[src/rtl/spi_frame_pkg.sv]
// Shared definitions for the SPI frame mailbox.
// Contents:
//   state_e            - frame engine states (IDLE, SHIFT, CHECK)
//   FRAME_CNT_W        - width of the good-frame counter
//   WDT_CYCLES_DEFAULT - default watchdog timeout in CLK cycles
package spi_frame_pkg;

  typedef enum logic [1:0] {
    IDLE  = 2'd0,
    SHIFT = 2'd1,
    CHECK = 2'd2
  } state_e;

  localparam int unsigned FRAME_CNT_W        = 16;
  localparam int unsigned WDT_CYCLES_DEFAULT = 5000000;

endpackage

[src/rtl/spi_sync_edge.sv]
// Multi-flop synchroniser for one asynchronous SPI pin, with edge pulses.
// Ports:
//   clk, rst_n - system clock, asynchronous active-low reset
//   din        - raw pin
//   dout       - synchronised level (last synchroniser stage)
//   rise, fall - one-cycle pulses when the synchronised level changes
module spi_sync_edge #(
  parameter int unsigned SYNC_STAGES = 2,
  parameter logic        RESET_VAL   = 1'b0
) (
  input  logic clk,
  input  logic rst_n,
  input  logic din,
  output logic dout,
  output logic rise,
  output logic fall
);

  logic [SYNC_STAGES-1:0] sync_d, sync_q;
  logic                   prev_d, prev_q;

  // Next-state for the synchroniser chain and the edge-history flop.
  always_comb begin
    sync_d = {sync_q[SYNC_STAGES-2:0], din};
    prev_d = sync_q[SYNC_STAGES-1];
  end

  // Synchroniser and history registers.
  always_ff @(posedge clk or negedge rst_n) begin
    if (!rst_n) begin
      sync_q <= {SYNC_STAGES{RESET_VAL}};
      prev_q <= RESET_VAL;
    end else begin
      sync_q <= sync_d;
      prev_q <= prev_d;
    end
  end

  // Edges compare the last synchronised stage with one further flop.
  assign dout = sync_q[SYNC_STAGES-1];
  assign rise = sync_q[SYNC_STAGES-1] & ~prev_q;
  assign fall = ~sync_q[SYNC_STAGES-1] & prev_q;

endmodule

[src/rtl/spi_frame_mailbox.sv]
// SPI slave (mode 0) frame engine, oversampled in the CLK domain.
// Shifts in one FRAME_BITS frame (bit 0 first) while shifting out a snapshot
// of TX_DATA taken at CS_N fall. The frame is committed to RX_DATA only when
// exactly FRAME_BITS bits were clocked; a watchdog forces RX_DATA to
// SAFE_VALUE when good frames stop arriving.
// Ports:
//   CLK, RESET_N        - system clock, asynchronous active-low reset
//   SPI_SCLK/CS_N/MOSI  - SPI pins from the host (asynchronous)
//   SPI_MISO            - serial data to the host (registered)
//   TX_DATA             - frame to send, sampled at CS_N fall
//   RX_DATA             - last committed frame
//   RX_VALID, FRAME_ERR - one-cycle pulses on commit / discarded frame
//   WDT_EN, WDT_EXPIRED - watchdog enable, sticky expiry flag
//   FRAME_CNT           - count of good frames, wrapping
module spi_frame_mailbox
  import spi_frame_pkg::*;
#(
  parameter int unsigned           FRAME_BITS  = 256,
  parameter logic [FRAME_BITS-1:0] SAFE_VALUE  = {FRAME_BITS{1'b0}},
  parameter int unsigned           WDT_CYCLES  = WDT_CYCLES_DEFAULT,
  parameter int unsigned           SYNC_STAGES = 2
) (
  input  logic                   CLK,
  input  logic                   RESET_N,
  input  logic                   SPI_SCLK,
  input  logic                   SPI_CS_N,
  input  logic                   SPI_MOSI,
  output logic                   SPI_MISO,
  input  logic [FRAME_BITS-1:0]  TX_DATA,
  output logic [FRAME_BITS-1:0]  RX_DATA,
  output logic                   RX_VALID,
  output logic                   FRAME_ERR,
  input  logic                   WDT_EN,
  output logic                   WDT_EXPIRED,
  output logic [FRAME_CNT_W-1:0] FRAME_CNT
);

  // Bit counter must reach FRAME_BITS+1 to flag an overrun.
  localparam int unsigned CNT_W = $clog2(FRAME_BITS + 2);
  localparam int unsigned IDX_W = $clog2(FRAME_BITS);
  localparam int unsigned WDT_W = $clog2(WDT_CYCLES);

  localparam logic [CNT_W-1:0]       CNT_FULL = CNT_W'(FRAME_BITS);
  localparam logic [CNT_W-1:0]       CNT_OVER = CNT_W'(FRAME_BITS + 1);
  localparam logic [CNT_W-1:0]       CNT_ONE  = CNT_W'(1);
  localparam logic [WDT_W-1:0]       WDT_PRE  = WDT_W'(WDT_CYCLES - 2);
  localparam logic [WDT_W-1:0]       WDT_LAST = WDT_W'(WDT_CYCLES - 1);
  localparam logic [WDT_W-1:0]       WDT_ONE  = WDT_W'(1);
  localparam logic [FRAME_CNT_W-1:0] FCNT_ONE = FRAME_CNT_W'(1);

  logic sclk_rise_s, sclk_fall_s, sclk_lvl_s;
  logic cs_rise_s, cs_fall_s, cs_lvl_s;
  logic mosi_s, mosi_rise_s, mosi_fall_s;
  logic unused_sync_s;

  spi_sync_edge #(.SYNC_STAGES(SYNC_STAGES), .RESET_VAL(1'b0)) u_sync_sclk (
    .clk(CLK), .rst_n(RESET_N), .din(SPI_SCLK),
    .dout(sclk_lvl_s), .rise(sclk_rise_s), .fall(sclk_fall_s)
  );

  spi_sync_edge #(.SYNC_STAGES(SYNC_STAGES), .RESET_VAL(1'b1)) u_sync_cs (
    .clk(CLK), .rst_n(RESET_N), .din(SPI_CS_N),
    .dout(cs_lvl_s), .rise(cs_rise_s), .fall(cs_fall_s)
  );

  spi_sync_edge #(.SYNC_STAGES(SYNC_STAGES), .RESET_VAL(1'b0)) u_sync_mosi (
    .clk(CLK), .rst_n(RESET_N), .din(SPI_MOSI),
    .dout(mosi_s), .rise(mosi_rise_s), .fall(mosi_fall_s)
  );

  // Only edges of SCLK/CS_N and the level of MOSI are needed.
  assign unused_sync_s = ^{sclk_lvl_s, cs_lvl_s, mosi_rise_s, mosi_fall_s};

  state_e                 state_d, state_q;
  logic [FRAME_BITS-1:0]  tx_shift_d, tx_shift_q;
  logic [FRAME_BITS-1:0]  rx_shift_d, rx_shift_q;
  logic [CNT_W-1:0]       bit_cnt_d, bit_cnt_q;
  logic                   miso_d, miso_q;
  logic [FRAME_BITS-1:0]  rx_data_d, rx_data_q;
  logic                   rx_valid_d, rx_valid_q;
  logic                   frame_err_d, frame_err_q;
  logic [WDT_W-1:0]       wdt_cnt_d, wdt_cnt_q;
  logic                   wdt_expired_d, wdt_expired_q;
  logic [FRAME_CNT_W-1:0] frame_cnt_d, frame_cnt_q;
  logic                   start_s, commit_s;
  logic [IDX_W-1:0]       bit_idx_s;

  assign bit_idx_s = bit_cnt_q[IDX_W-1:0];

  // Frame FSM, shift datapath and watchdog next-state logic.
  always_comb begin
    state_d       = state_q;
    tx_shift_d    = tx_shift_q;
    rx_shift_d    = rx_shift_q;
    bit_cnt_d     = bit_cnt_q;
    miso_d        = miso_q;
    rx_data_d     = rx_data_q;
    rx_valid_d    = 1'b0;
    frame_err_d   = 1'b0;
    wdt_cnt_d     = wdt_cnt_q;
    wdt_expired_d = wdt_expired_q;
    frame_cnt_d   = frame_cnt_q;
    start_s       = 1'b0;
    commit_s      = 1'b0;

    case (state_q)
      IDLE: begin
        miso_d = 1'b0;
        if (cs_fall_s) begin
          start_s = 1'b1;
        end else begin
          start_s = 1'b0;
        end
      end
      SHIFT: begin
        if (cs_rise_s) begin
          state_d = CHECK;
        end else if (sclk_rise_s) begin
          if (bit_cnt_q < CNT_FULL) begin
            rx_shift_d[bit_idx_s] = mosi_s;
          end else begin
            rx_shift_d = rx_shift_q;
          end
          // Saturate one past full so an overrun stays distinguishable.
          if (bit_cnt_q != CNT_OVER) begin
            bit_cnt_d = bit_cnt_q + CNT_ONE;
          end else begin
            bit_cnt_d = bit_cnt_q;
          end
        end else if (sclk_fall_s) begin
          if (bit_cnt_q < CNT_FULL) begin
            miso_d = tx_shift_q[bit_idx_s];
          end else begin
            miso_d = 1'b0;
          end
        end else begin
          state_d = SHIFT;
        end
      end
      CHECK: begin
        state_d = IDLE;
        miso_d  = 1'b0;
        if (bit_cnt_q == CNT_FULL) begin
          commit_s = 1'b1;
        end else begin
          frame_err_d = 1'b1;
        end
        // A new frame starting right behind the previous one is not lost.
        if (cs_fall_s) begin
          start_s = 1'b1;
        end else begin
          start_s = 1'b0;
        end
      end
      default: begin
        state_d = IDLE;
        miso_d  = 1'b0;
      end
    endcase

    if (start_s) begin
      state_d    = SHIFT;
      tx_shift_d = TX_DATA;
      bit_cnt_d  = {CNT_W{1'b0}};
      miso_d     = TX_DATA[0];
    end else begin
      tx_shift_d = tx_shift_d;
    end

    // A commit takes priority over a coincident watchdog expiry.
    if (commit_s) begin
      rx_data_d     = rx_shift_q;
      rx_valid_d    = 1'b1;
      frame_cnt_d   = frame_cnt_q + FCNT_ONE;
      wdt_cnt_d     = {WDT_W{1'b0}};
      wdt_expired_d = 1'b0;
    end else if (WDT_EN) begin
      // Expire on the cycle the counter lands on WDT_CYCLES-1, then hold
      // there and keep re-forcing RX_DATA until the next good commit.
      if (wdt_cnt_q >= WDT_PRE) begin
        wdt_cnt_d     = WDT_LAST;
        wdt_expired_d = 1'b1;
        rx_data_d     = SAFE_VALUE;
      end else begin
        wdt_cnt_d = wdt_cnt_q + WDT_ONE;
      end
    end else begin
      wdt_cnt_d = {WDT_W{1'b0}};
    end
  end

  // State and output registers.
  always_ff @(posedge CLK or negedge RESET_N) begin
    if (!RESET_N) begin
      state_q       <= IDLE;
      tx_shift_q    <= {FRAME_BITS{1'b0}};
      rx_shift_q    <= {FRAME_BITS{1'b0}};
      bit_cnt_q     <= {CNT_W{1'b0}};
      miso_q        <= 1'b0;
      rx_data_q     <= SAFE_VALUE;
      rx_valid_q    <= 1'b0;
      frame_err_q   <= 1'b0;
      wdt_cnt_q     <= {WDT_W{1'b0}};
      wdt_expired_q <= 1'b0;
      frame_cnt_q   <= {FRAME_CNT_W{1'b0}};
    end else begin
      state_q       <= state_d;
      tx_shift_q    <= tx_shift_d;
      rx_shift_q    <= rx_shift_d;
      bit_cnt_q     <= bit_cnt_d;
      miso_q        <= miso_d;
      rx_data_q     <= rx_data_d;
      rx_valid_q    <= rx_valid_d;
      frame_err_q   <= frame_err_d;
      wdt_cnt_q     <= wdt_cnt_d;
      wdt_expired_q <= wdt_expired_d;
      frame_cnt_q   <= frame_cnt_d;
    end
  end

  assign SPI_MISO    = miso_q;
  assign RX_DATA     = rx_data_q;
  assign RX_VALID    = rx_valid_q;
  assign FRAME_ERR   = frame_err_q;
  assign WDT_EXPIRED = wdt_expired_q;
  assign FRAME_CNT   = frame_cnt_q;

endmodule

[config.mk]
export PLATFORM = sky130hd
export DESIGN_NAME = spi_frame_mailbox
export DESIGN_NICKNAME = d
export VERILOG_FILES = /design/src/rtl/spi_frame_pkg.sv /design/src/rtl/spi_sync_edge.sv /design/src/rtl/spi_frame_mailbox.sv
export SDC_FILE = /design/constraint.sdc
export NUM_CORES = 2
export LEC_CHECK = 0
export CORE_MARGIN = 5
export CORE_UTILIZATION = 49
export DETAILED_ROUTE_END_ITERATION = 10
export HOLD_SLACK_MARGIN = 0.1
export MAX_ROUTING_LAYER = met4
export PLACE_DENSITY = 0.75
export SYNTH_ARGS = -nofsm -noshare
export SYNTH_HDL_FRONTEND = slang
export SYNTH_SLANG_ARGS = --single-unit
export TNS_END_PERCENT = 100
[constraint.sdc]
create_clock -name CLK -period 2.4 [get_ports CLK]
set_input_delay 0.72 -clock CLK [delete_from_list [all_inputs] [get_ports CLK]]
set_output_delay 0.72 -clock CLK [all_outputs]
set_load 0.02 [all_outputs]
==> impl_metrics.yaml <==
synthesis:
  yosysUniqueCellTypes: 56
  postSynthRegisterBits: 830
  synth_top_family_by_area: "multiplexers"
  synth.top_cells.by_area: "sky130_fd_sc_hd__dfrtp_1, sky130_fd_sc_hd__mux2_2, sky130_fd_sc_hd__a22o_1, sky130_fd_sc_hd__mux4_2, sky130_fd_sc_hd__nor2_1"
  synthMostInstantiatedCell: "sky130_fd_sc_hd__dfrtp_1"
  ys_dominant_reg_cell: "sky130_fd_sc_hd__dfrtp_1"
  cell_type_contributing_the_most_total_cell_area_after_synthesis: "sky130_fd_sc_hd__dfrtp_1"
  syn-cell-area_um2: 34000
  synth_simple_gate_area_share_pct: 5.60
  synthMuxAreaShare_pct: 21.9
  synth.avg_cell_area_um2: 14.0
  synth_sequential_area_ratio_pct: 61.1
  synth-adder-area-share_pct: 0.258
  synthXorXnorAreaFrac_pct: 1.08
  number_of_flops_mapped_to_enable_cells_by_yosys: 0
  syn_nets: 2690
  synth_async_sr_flop_share_pct: 100
  synth_area_in_compound_gates_pct: 7.65
  synthCells: 2421
  synth_common_cells: "sky130_fd_sc_hd__dfrtp_1, sky130_fd_sc_hd__mux2_2, sky130_fd_sc_hd__nor2_1"
  synthesis.yosys.warnings: 0
  synth_largest_type_area_fraction_pct: 60.9
power:
  leakagePower_nw: 20.8
  pwr-share-seq_pct: 45.7
  p_clk_share_pct: 37.8
  design_power_total_mw: 35.7
  peak_supply_drop_mv: 0.541
  net_sw_share_pct: 24.7
  power_per_cell_area_nw_per_um2: 804
  power.share.combinational_pct: 16.5
  p_sw_mw: 8.82
  intPower_mw: 26.9
floorplan:
  row_count: 96
  fp.dieW_um: 273
  dieArea_um2: 74700
  initial_utilization_pct: 49.5
  chipHeight_um: 273
  core_um2: 68700
  top_level_ports: 538
drt:
  m1WireLength_mm: 41.0
  drc: 0
  wl_met2_mm: 49.8
  uppermost_layer_routed: "met4"
  vias_per_cell: 5.76
  routed-via-count: 23087
  detail_route.wirelength_mm: 99.6
  drtIter0Drc: 2006
  route.detailed.wl_per_inst_um: 24.8
  drtPass1Iterations: 5
  met3_wirelength_from_detailed_routing_mm: 5.58
  antenna_violating_nets_post_route: 0
worst_setup_path:
  critical_path_required_ns: 2.94
  worstSetupEndpointType: "flip-flop"
  startpoint_type: "flip-flop"
  cp_data_arrival_time_ns: 2.98
  cp-startpoint: "bit_cnt_q[0]"
  crit_path_class: "reg2reg"
  crit_fanout: 7
  r2r_start: "bit_cnt_q[0]"
placement:
  dp_hpwl_mm: 68.5
  gpl.final_weighted_congestion: 0.855
  io_buffers: 537
  placed_cells_incl_taps: 3838
  post_dp_cell_area_um2: 41100
global_route:
  grt_pass1_wl_mm: 151
  grt_overflow_total: 0
  globalRouteTotalUtil_pct: 27.0
  number_of_antenna_violations_at_the_first_check_in_global_routing: 2
  grt_max_degree: 107
  grt_pass1_vias: 24454
clock_network:
  worst_skew_pair.late_latency_ns: 0.64
  ctsRootBufferMaster: "sky130_fd_sc_hd__clkbuf_16"
  htree_levels: 3
  worst_setup_hold_path_clk_slew_ns: 0.07
  tritoncts: "built"
  clock_sinks: 830
  clockBufferDepth: 3
  cts_made_buffers: 85
sta:
  final.min_clock_period_ns: 2.43
  slew_violations: 0
  maxClockFrequency_mhz: 411
  grt_setup_unrepaired: "true"
  final_min_period_over_clock_period_pct: 101
  report.final.hold_viol_count: 0
  slew_headroom_pct: 49.0
  worst_slew_pin_slew_ns: 0.763
  final.setup.worst_slack_ns: -0.0322
  tns_ns: -0.0322
  clock_skew_ns: 0.0242
  finalSetupViolCount: 1
finish:
  finish.cell_count_without_fillers: 4010
  fin_area_um2: 44400
  synthToLayoutAreaGrowth_pct: 30.7
  fillerInstances: 4998
  ff_latch_area_um2: 20800
  finalNetCount: 3281
  multi_input_comb_area_um2: 12500
  post_route_cells_drive_above_1_share_pct: 28.5
status:
  failed_checks: "setup timing"
  outcome: "complete, but fails checks"
hold_path:
  holdCritPathClass: "reg2reg"
  hold_path.startpoint: "u_sync_sclk.sync_q[0]"
job:
  maxCapViolCount: 0
==> repair_timing <==
action                                 4_1_cts  5_1_grt
buffers inserted                             9        3
hold buffers                                 1        0
resized for setup                          143       54
setup endpoints to repair                  277      218
cloned                                       4        2
endpoints found under the hold margin        8        0
pin swaps                                   13       15
==> critical path, stage by stage, from the launching register on <==
cell	delay [ns]
sky130_fd_sc_hd__dfrtp_4	0.54
sky130_fd_sc_hd__buf_12	0.17
sky130_fd_sc_hd__buf_16	0.15
sky130_fd_sc_hd__buf_8	0.14
sky130_fd_sc_hd__mux4_2	0.39
sky130_fd_sc_hd__mux2i_4	0.10
sky130_fd_sc_hd__a211o_1	0.32
sky130_fd_sc_hd__o22ai_2	0.15
sky130_fd_sc_hd__o21ai_1	0.08
sky130_fd_sc_hd__buf_4	0.13
sky130_fd_sc_hd__a31oi_1	0.15
==> metrics by stage <==
step	util (%)	setup WS, ns	hold slack, ns
after floorplan	-	-0.149	0.331
after global placement	59.9	-0.217	0.340
after detailed placement	59.9	-0.116	0.336
after CTS	64.3	-0.00531	0.349
after global routing	64.7	-0.135	0.372
final	64.7	-0.0322	0.355
==> area by class of cell <==
| cell class | count | share of cell area [%] |
|---|---|---|
| Clock buffer | 126 | 5.59 |
| Clock inverter | 26 | 0.881 |
| Multi-Input combinational cell | 1406 | 28.2 |
| Sequential cell | 830 | 46.8 |
| Timing Repair Buffer | 680 | 15.8 |
| Inverter | 9 | 0.0985 |
| Tap cell | 931 | 2.62 |
| Antenna cell | 2 | 0.0113 |
==> routing by layer <==
layer	global-route usage (%)	up-vias
met4	8.59	0
met2	43.8	894
met1	35.9	12125
met3	3.63	164
met5	-	-
li1	-	9904
==> registers in the layout, summed over array words and instances (netlist names), 2 cells and up <==
register / flops
tx_shift_q: 256
rx_shift_q: 256
RX_DATA: 256
u_sync_cs.sync_q: 2
FRAME_CNT: 16
state_q: 2
wdt_cnt_q: 23
u_sync_sclk.sync_q: 2
u_sync_mosi.sync_q: 2
bit_cnt_q: 9
==> worst paths after layout <==
| path | to | slack, ns | cells past startpoint |
|---|---|---|---|
| worst max-delay path | SPI_MISO | -0.03 | 10 |
| worst min-delay path | u_sync_sclk.sync_q[1] | 0.35 | 0 |
| worst max register to register | SPI_MISO | -0.03 | 10 |
| worst min register to register | u_sync_sclk.sync_q[1] | 0.35 | 0 |
| max in group asynchronous | RX_DATA[24] | 0.95 | 4 |
| min in group asynchronous | FRAME_CNT[8] | 0.53 | 2 |
==> layout by cell type, fill, tap and decap left out, types with 37 or more instances in the layout <==
| master | count |
|---|---|
| sky130_fd_sc_hd__clkbuf_16 | 88 |
| sky130_fd_sc_hd__dlygate4sd2_1 | 109 |
| sky130_fd_sc_hd__nor2_1 | 299 |
| sky130_fd_sc_hd__a22o_1 | 256 |
| sky130_fd_sc_hd__mux4_2 | 64 |
| sky130_fd_sc_hd__buf_4 | 91 |
| sky130_fd_sc_hd__dfrtp_1 | 824 |
| sky130_fd_sc_hd__nand3_1 | 37 |
| sky130_fd_sc_hd__clkdlybuf4s50_1 | 394 |
| sky130_fd_sc_hd__mux2_2 | 501 |
| sky130_fd_sc_hd__nand2_1 | 47 |
==> power groups by stage <==
stage	logic (mW)	registers [mW]	clock network, mW
floorplan	3.50	16.1	0
global placement	5.14	16.4	0
detailed placement	5.28	16.5	0
CTS	5.93	16.3	13.7
global route	6.33	16.5	14.3
finish	5.90	16.3	13.5
==> logic make-up (layout without fill, tap and decap cells) <==
group | Yosys count | count (layout)
compound gates | 313 | 313
xor+xnor | 41 | 41
fa+ha+maj | 7 | 7
buf+inv | 185 | 841
flops | 830 | 830
mux | 599 | 599
other cells | 0 | 2
simple gates | 446 | 446
No activity file was read; power rests on OpenSTA's default activity.
